## config.mk

```make
export PLATFORM = sky130hd
export DESIGN_NAME = alu_result_sel_pipe_flat
export DESIGN_NICKNAME = d
export VERILOG_FILES = /design/src/rtl/alu_pkg.sv /design/src/rtl/alu_result_sel_pipe_if.sv /design/src/rtl/alu_onehot_decode.sv /design/src/rtl/alu_result_sel_pipe.sv /design/src/flat_wrapper.sv
export SDC_FILE = /design/constraint.sdc
export NUM_CORES = 1
export LEC_CHECK = 0
export ABC_AREA = 1
export CORE_ASPECT_RATIO = 0.75
export CORE_UTILIZATION = 44
export DETAILED_ROUTE_END_ITERATION = 7
export HOLD_SLACK_MARGIN = 0.08
export PLACE_DENSITY = 0.88
export SLEW_MARGIN = 20
export SYNTH_ARGS = -nofsm -noshare
export SYNTH_HDL_FRONTEND = slang
export SYNTH_SLANG_ARGS = --single-unit
```

## constraint.sdc

```tcl
create_clock -name clk -period 4.6 [get_ports clk]
set_clock_uncertainty 0.05 [all_clocks]
set_input_delay 0.46 -clock clk [delete_from_list [all_inputs] [get_ports clk]]
set_output_delay 0.46 -clock clk [all_outputs]
set_load 0.01 [all_outputs]
```

## src/rtl/alu_pkg.sv

```systemverilog
// Shared ALU definitions: function-unit operand slots and one-hot opcode helper.
// Slot order matches the physical order of the function-unit result buses.
package alu_pkg;

    localparam int OP_AND     = 0;
    localparam int OP_OR      = 1;
    localparam int OP_NOT     = 2;
    localparam int OP_XOR     = 3;
    localparam int OP_NAND    = 4;
    localparam int OP_NOR     = 5;
    localparam int OP_XNOR    = 6;
    localparam int OP_ADD     = 7;
    localparam int OP_SUB     = 8;
    localparam int OP_SHRIGHT = 9;
    localparam int OP_SHLEFT  = 10;
    localparam int OP_CLEAR   = 11;

    localparam int N_OPS_DEFAULT = 12;

    // Out-of-range index yields an all-zero (illegal) opcode.
    function automatic logic [N_OPS_DEFAULT-1:0] onehot_sel(input int unsigned idx);
        return N_OPS_DEFAULT'(1) << idx;
    endfunction

endpackage

```

## src/rtl/alu_result_sel_pipe_if.sv

```systemverilog
// Opcode/operand request bus and flagged result bus of the ALU result selector.
// master drives requests and consumes results; slave is the selector pipeline.
interface alu_result_sel_pipe_if #(
    parameter int WIDTH     = 16,
    parameter int N_OPS     = 12,
    parameter int ERR_CNT_W = 8
);
    localparam int IDX_W = $clog2(N_OPS);

    logic                   in_valid;
    logic                   in_ready;
    logic [N_OPS-1:0]       sel;
    logic [N_OPS*WIDTH-1:0] op_bus;
    logic                   out_valid;
    logic                   out_ready;
    logic [WIDTH-1:0]       out_res;
    logic [IDX_W-1:0]       out_idx;
    logic                   out_zero;
    logic                   out_neg;
    logic                   out_err;
    logic [ERR_CNT_W-1:0]   err_cnt;

    modport master (
        output in_valid, sel, op_bus, out_ready,
        input  in_ready, out_valid, out_res, out_idx, out_zero, out_neg, out_err, err_cnt
    );

    modport slave (
        input  in_valid, sel, op_bus, out_ready,
        output in_ready, out_valid, out_res, out_idx, out_zero, out_neg, out_err, err_cnt
    );

endinterface

```

## src/rtl/alu_onehot_decode.sv

```systemverilog
// One-hot checker and index encoder for an opcode vector; purely combinational.
// err flags zero or multiple bits set, in which case idx is forced to 0.
module alu_onehot_decode #(
    parameter int N_OPS = 12,
    parameter int IDX_W = $clog2(N_OPS)
) (
    input  logic [N_OPS-1:0] sel,
    output logic [IDX_W-1:0] idx,
    output logic             err
);

    logic [IDX_W-1:0] idx_or;

    always_comb begin
        idx_or = '0;
        for (int i = 0; i < N_OPS; i++) begin
            if (sel[i]) begin
                idx_or = idx_or | IDX_W'(i);
            end
        end
        // Clearing the lowest set bit leaves zero only for a single-bit vector.
        err = (sel == '0) || ((sel & (sel - N_OPS'(1))) != '0);
        idx = err ? '0 : idx_or;
    end

endmodule

```

## src/rtl/alu_result_sel_pipe.sv

```systemverilog
// ALU result selector: one-hot opcode picks an operand, result and flags leave after 2 clocks.
// Two-entry valid/ready pipeline; in_ready drops only when both stages are full and out_ready=0.
module alu_result_sel_pipe
    import alu_pkg::*;
#(
    parameter int WIDTH     = 16,
    parameter int N_OPS     = N_OPS_DEFAULT,
    parameter int CLEAR_IDX = OP_CLEAR,
    parameter int ERR_CNT_W = 8
) (
    input  logic                clk,
    input  logic                reset,
    alu_result_sel_pipe_if.slave bus
);

    if (WIDTH < 1) begin : g_chk_width
        $error("alu_result_sel_pipe: WIDTH must be >= 1");
    end
    if (N_OPS < 2) begin : g_chk_nops
        $error("alu_result_sel_pipe: N_OPS must be >= 2");
    end
    if (CLEAR_IDX >= N_OPS || CLEAR_IDX < 0) begin : g_chk_clear
        $error("alu_result_sel_pipe: CLEAR_IDX must be < N_OPS");
    end

    localparam int IDX_W = $clog2(N_OPS);

    typedef struct packed {
        logic [WIDTH-1:0] res;
        logic [IDX_W-1:0] idx;
        logic             err;
    } ent_t;

    logic [IDX_W-1:0]     dec_idx;
    logic                 dec_err;
    ent_t                 dec_ent;
    ent_t                 s1;
    logic                 s1_valid;
    ent_t                 out_q;
    logic                 out_valid_q;
    logic                 out_zero_q;
    logic                 out_neg_q;
    logic [ERR_CNT_W-1:0] err_cnt_q;
    logic                 s2_load;
    logic                 accept;

    alu_onehot_decode #(
        .N_OPS (N_OPS),
        .IDX_W (IDX_W)
    ) u_decode (
        .sel (bus.sel),
        .idx (dec_idx),
        .err (dec_err)
    );

    always_comb begin
        dec_ent.idx = dec_idx;
        dec_ent.err = dec_err;
        dec_ent.res = '0;
        if (!dec_err && (int'(dec_idx) != CLEAR_IDX)) begin
            dec_ent.res = bus.op_bus[int'(dec_idx)*WIDTH +: WIDTH];
        end
    end

    // Stage 2 can take a new entry whenever it is empty or being drained this cycle.
    assign s2_load      = !out_valid_q || bus.out_ready;
    assign bus.in_ready = !s1_valid || s2_load;
    assign accept       = bus.in_valid && bus.in_ready;

    always_ff @(posedge clk or posedge reset) begin
        if (reset) begin
            s1_valid <= 1'b0;
            s1       <= '0;
        end else if (accept) begin
            s1_valid <= 1'b1;
            s1       <= dec_ent;
        end else if (s2_load) begin
            s1_valid <= 1'b0;
        end
    end

    always_ff @(posedge clk or posedge reset) begin
        if (reset) begin
            out_valid_q <= 1'b0;
            out_q       <= '0;
            out_zero_q  <= 1'b1;
            out_neg_q   <= 1'b0;
        end else if (s2_load) begin
            out_valid_q <= s1_valid;
            if (s1_valid) begin
                out_q      <= s1;
                out_zero_q <= (s1.res == '0);
                out_neg_q  <= s1.res[WIDTH-1];
            end
        end
    end

    always_ff @(posedge clk or posedge reset) begin
        if (reset) begin
            err_cnt_q <= '0;
        end else if (accept && dec_err && (err_cnt_q != '1)) begin
            err_cnt_q <= err_cnt_q + ERR_CNT_W'(1);
        end
    end

    assign bus.out_valid = out_valid_q;
    assign bus.out_res   = out_q.res;
    assign bus.out_idx   = out_q.idx;
    assign bus.out_err   = out_q.err;
    assign bus.out_zero  = out_zero_q;
    assign bus.out_neg   = out_neg_q;
    assign bus.err_cnt   = err_cnt_q;

endmodule

```

## src/flat_wrapper.sv

```systemverilog
// flat-port wrapper written by rule: the top's interface ports become plain ports
module alu_result_sel_pipe_flat import alu_pkg::*;
#(
    parameter int WIDTH     = 16,
    parameter int N_OPS     = N_OPS_DEFAULT,
    parameter int CLEAR_IDX = OP_CLEAR,
    parameter int ERR_CNT_W = 8
)
  (clk, reset, bus_in_valid, bus_sel, bus_op_bus, bus_out_ready, bus_in_ready, bus_out_valid, bus_out_res, bus_out_idx, bus_out_zero, bus_out_neg, bus_out_err, bus_err_cnt);
  alu_result_sel_pipe_if #(.WIDTH(WIDTH), .N_OPS(N_OPS), .ERR_CNT_W(ERR_CNT_W)) bus_i ();
  input  logic clk;
  input  logic reset;
  input wire logic [$bits(bus_i.in_valid)-1:0] bus_in_valid;
  input wire logic [$bits(bus_i.sel)-1:0] bus_sel;
  input wire logic [$bits(bus_i.op_bus)-1:0] bus_op_bus;
  input wire logic [$bits(bus_i.out_ready)-1:0] bus_out_ready;
  output wire logic [$bits(bus_i.in_ready)-1:0] bus_in_ready;
  output wire logic [$bits(bus_i.out_valid)-1:0] bus_out_valid;
  output wire logic [$bits(bus_i.out_res)-1:0] bus_out_res;
  output wire logic [$bits(bus_i.out_idx)-1:0] bus_out_idx;
  output wire logic [$bits(bus_i.out_zero)-1:0] bus_out_zero;
  output wire logic [$bits(bus_i.out_neg)-1:0] bus_out_neg;
  output wire logic [$bits(bus_i.out_err)-1:0] bus_out_err;
  output wire logic [$bits(bus_i.err_cnt)-1:0] bus_err_cnt;
  assign bus_i.in_valid = bus_in_valid;
  assign bus_i.sel = bus_sel;
  assign bus_i.op_bus = bus_op_bus;
  assign bus_i.out_ready = bus_out_ready;
  assign bus_in_ready = bus_i.in_ready;
  assign bus_out_valid = bus_i.out_valid;
  assign bus_out_res = bus_i.out_res;
  assign bus_out_idx = bus_i.out_idx;
  assign bus_out_zero = bus_i.out_zero;
  assign bus_out_neg = bus_i.out_neg;
  assign bus_out_err = bus_i.out_err;
  assign bus_err_cnt = bus_i.err_cnt;
  alu_result_sel_pipe #(.WIDTH(WIDTH), .N_OPS(N_OPS), .CLEAR_IDX(CLEAR_IDX), .ERR_CNT_W(ERR_CNT_W)) u_core (.clk(clk), .reset(reset), .bus(bus_i));
endmodule
```

==> results by group <==
Status
  – Status: completed

Timing
  – Final Setup Violations: 0
  – Tcrit/Tclk final: roughly 73%
  – RSZ-0062 raised after global routing: false
  – Max-slew violation count: 0
  – Fin Hold WS: around 0.43 ns
  – Max frequency: 0.298 GHz
  – Fin crit period: 3.36 ns
  – Slew HR: 28.3%
  – Final Hold Fails: 0
  – Setup TNS Final: 0 ns
  – Slew of the pin with the lowest slew margin: 1.07 ns

Setup path
  – Critical R2R Capture: u_core.bus.err_cnt[7]
  – Worst EP required: ~4.7 ns
  – Reg2reg path depth: 10
  – Setup crit end kind: flop
  – FF-to-FF Start: u_core.bus.out_valid
  – Kind of start point of the critical path: primary input
  – WS Path Type: primary input to flop
  – Crit path max fanout: 42
  – R2r setup slk: 2.56 ns
  – Arr. time, crit path: 3.49 ns

Placement
  – Final HPWL DP: between 10000 and 15000 um
  – Placed inst area: 0.00690 mm^2
  – # port buffers: ~220
  – Final RePlAce weighted congestion: around 0.94

Worst hold path
  – Cells on Worst Hold Path: 2
  – Worst Hold End: u_core.bus.out_res[11]
  – Hold wc startpoint: u_core.bus.out_res[11]
  – Min-Delay Path Class: flop to flop

Synthesis
  – Syn_area_per_cell: 5.91 um^2
  – Synthesized netlist cell count: 781
  – Cell Area, Synth: 0.00462 mm^2
  – #FFs+latches synth: between 50 and 60
  – Synth warn: 0
  – Post-synth top area share: 28.2%
  – Cell taking the most area after synthesis: dfrtp_1
  – Seq/Total Area, Yosys: 28.8%
  – Synth area leaders: dfrtp_1, nand2_1, nand3_1, inv_1, nand3b_1
  – Syn_nets: 990
  – Cell variety after synth: 30

Floorplan
  – Initial core utilization: 46.5%
  – Core area: 0.00993 mm^2
  – Die span in x: 120 um
  – DIE AREA: 0.0109 mm^2
  – # IOs: 241
  – Rows: 31
  – Die Ht: 90.7 um

Clock network
  – Hold-fix buffers at CTS: 0
  – TritonCTS clock tree: yes
  – CTS Sinks: 53
  – Worst-path clk slew: 0.07 ns
  – Post-CTS setup buffer count: 0
  – CTS Buf Count: 5
  – Cts repair resizes: 0
  – H-Tree Depth: 2
  – CTS root buf: clkbuf_16
  – Worst skew pair latency: 0.29 ns
  – Clock Tree Buf Depth: 2

Detailed routing
  – WL per Instance: 14.4 um
  – Drt drc: 0
  – Total wire length: 16000 um
  – Iter 0 DRT Violations: 337
  – Via count: 5536
  – Drt first pass iters: 5
  – Antenna viol nets, final: 0
  – Vias per cell: 5.00

Cells and area
  – Final nets: 1184
  – Final core utilization: 71.0%
  – Inserted Diodes: 0
  – Fin area: 0.00705 mm^2
  – Fillers: 870
  – Layout cell share with drive strength beyond 1: 2.87%
  – Area growth syn-to-layout: 52.7%

Global routing
  – All-Layer GR Usage: between 20 and 30%
  – First-pass GRT wire length: 25000 um
  – Number of global-route vias before repair: approximately 5200
  – Initial antenna violation count: 0
  – Largest net degree at the start of global routing: 66
  – Gr ovfl total: 0

Power
  – P per Cell Area: 193 mW/mm^2
  – Maximum VDD drop: 179 uV
  – Pleak: 3.57 nW

Job
  – Max_cap viols: 0
-- layer usage --
layer	routed length (um)	track usage [%]	share of wire, %	vias to the layer above
li1	-	-	-	2803
met1	6970	38.2	44	2476
met2	7430	49.0	47	231
met3	1210	4.67	7.6	26
met4	360	8.33	2.3	0
met5	0	0	0	-
-- state kept, by name (all words and copies together) (netlist names) --
signal	flops
u_core.bus.err_cnt	8
u_core.bus.out_err	1
u_core.bus.out_idx	4
u_core.bus.out_res	16
u_core.bus.out_valid	1
u_core.bus.out_zero	1
u_core.s1	21
u_core.s1_valid	1
-- worst max-delay path by stage --
stage	startpoint	end	cells past startpoint
2_1_floorplan	bus_sel[2]	u_core.s1[13]	16
3_3_place_gp	bus_sel[5]	u_core.s1[10]	16
3_5_place_dp	bus_sel[7]	u_core.s1[10]	16
4_1_cts	bus_sel[7]	u_core.s1[10]	16
5_1_grt	bus_sel[7]	u_core.s1[4]	12
6_report	bus_sel[7]	u_core.s1[10]	16
-- synth_stat cells --
master and n:
nand3_2 1, o22ai_1 3, nor2_2 4, ha_1 1, clkinv_1 3, nor4_1 5, mux2_2 1, nand2_1 298
nor2_1 16, nor2_4 2, nand2_2 1, dfrtp_1 52, xor2_1 3, o21ai_1 1, buf_1 2, buf_6 2
or2_1 16, nand3b_1 32, xnor2_1 4, nand4_1 3, buf_2 13, clkbuf_1 25, dfstp_2 1, nand3_1 101
o21ai_0 8, buf_4 2, inv_1 130, o211ai_1 16, a21oi_1 34, o21bai_1 1
-- cells by family (layout without fill, tap and decap cells) --
kind of cell / Yosys count / after routing / share of synthesized area (%)
flops: 53 / 53 / 28.8
simple gates: 479 / 479 / 46.3
xor+xnor: 7 / 7 / 1.33
mux: 1 / 1 / 0.244
buf+inv: 177 / 372 / 15.2
compound gates: 63 / 63 / 7.83
fa+ha+maj: 1 / 1 / 0.271
-- metrics by stage --
| step | power, mW | cells | setup WS [ns] |
|---|---|---|---|
| 2_1_floorplan | 0.715 | 781 | 2.57 |
| 3_3_place_gp | 0.978 | 1100 | 1.06 |
| 3_5_place_dp | 0.987 | 1100 | 0.984 |
| 4_1_cts | 1.36 | 1108 | 1.30 |
| 5_1_grt | 1.42 | 1108 | 1.02 |
| 6_report | 1.36 | 1108 | 1.24 |
-- area by class of cell --
cell class	instances	area, um^2	area share (%)
multi-input combinational	551	2600	36.9
timing repair buffer	231	2310	32.7
sequential	53	1330	18.8
inverter	133	500	7.10
tap	132	165	2.34
clock buffer	5	125	1.78
clock inverter	3	21.3	0.302
-- where the power goes --
group | internal (mW) | total (mW) | switching, mW
Clock | 0.203 | 0.375 | 0.172
Sequential | 0.504 | 0.538 | 0.0347
Combinational | 0.269 | 0.445 | 0.177
-- cells in the final DEF, fill, tap and decap left out --
| master | instances |
|---|---|
| a21oi_1 | 34 |
| buf_12 | 1 |
| buf_4 | 6 |
| clkbuf_16 | 5 |
| clkdlybuf4s50_1 | 224 |
| clkinv_1 | 2 |
| clkinv_2 | 2 |
| clkinvlp_4 | 1 |
| dfrtp_1 | 52 |
| dfstp_2 | 1 |
| ha_1 | 1 |
| inv_1 | 129 |
| inv_2 | 1 |
| inv_6 | 1 |
| mux2_2 | 1 |
| nand2_1 | 298 |
| nand2_2 | 1 |
| nand3_1 | 101 |
| nand3_4 | 1 |
| nand3b_1 | 32 |
| nand4_1 | 3 |
| nor2_1 | 15 |
| nor2_2 | 4 |
| nor2_4 | 3 |
| nor4_1 | 5 |
| o211ai_1 | 16 |
| o21ai_0 | 8 |
| o21ai_1 | 1 |
| o21bai_1 | 1 |
| o22ai_1 | 3 |
| or2_1 | 16 |
| xnor2_1 | 4 |
| xor2_1 | 3 |
-- worst max-delay path: stages --
cell             delay [ns]
clkdlybuf4s50_1        0.49
nor2_2                 0.15
nand2_2                0.25
nor2_2                 0.18
nand2_1                0.06
nand2_1                0.08
nand3_1                0.12
nor2_4                 0.78
buf_4                  0.30
nand3_1                0.07
nand3_1                0.10
a21oi_1                0.11
nand2_1                0.14
nand2_1                0.07
nand2_1                0.07
nand2_1                0.06
No activity file was read; power rests on OpenSTA's default activity.
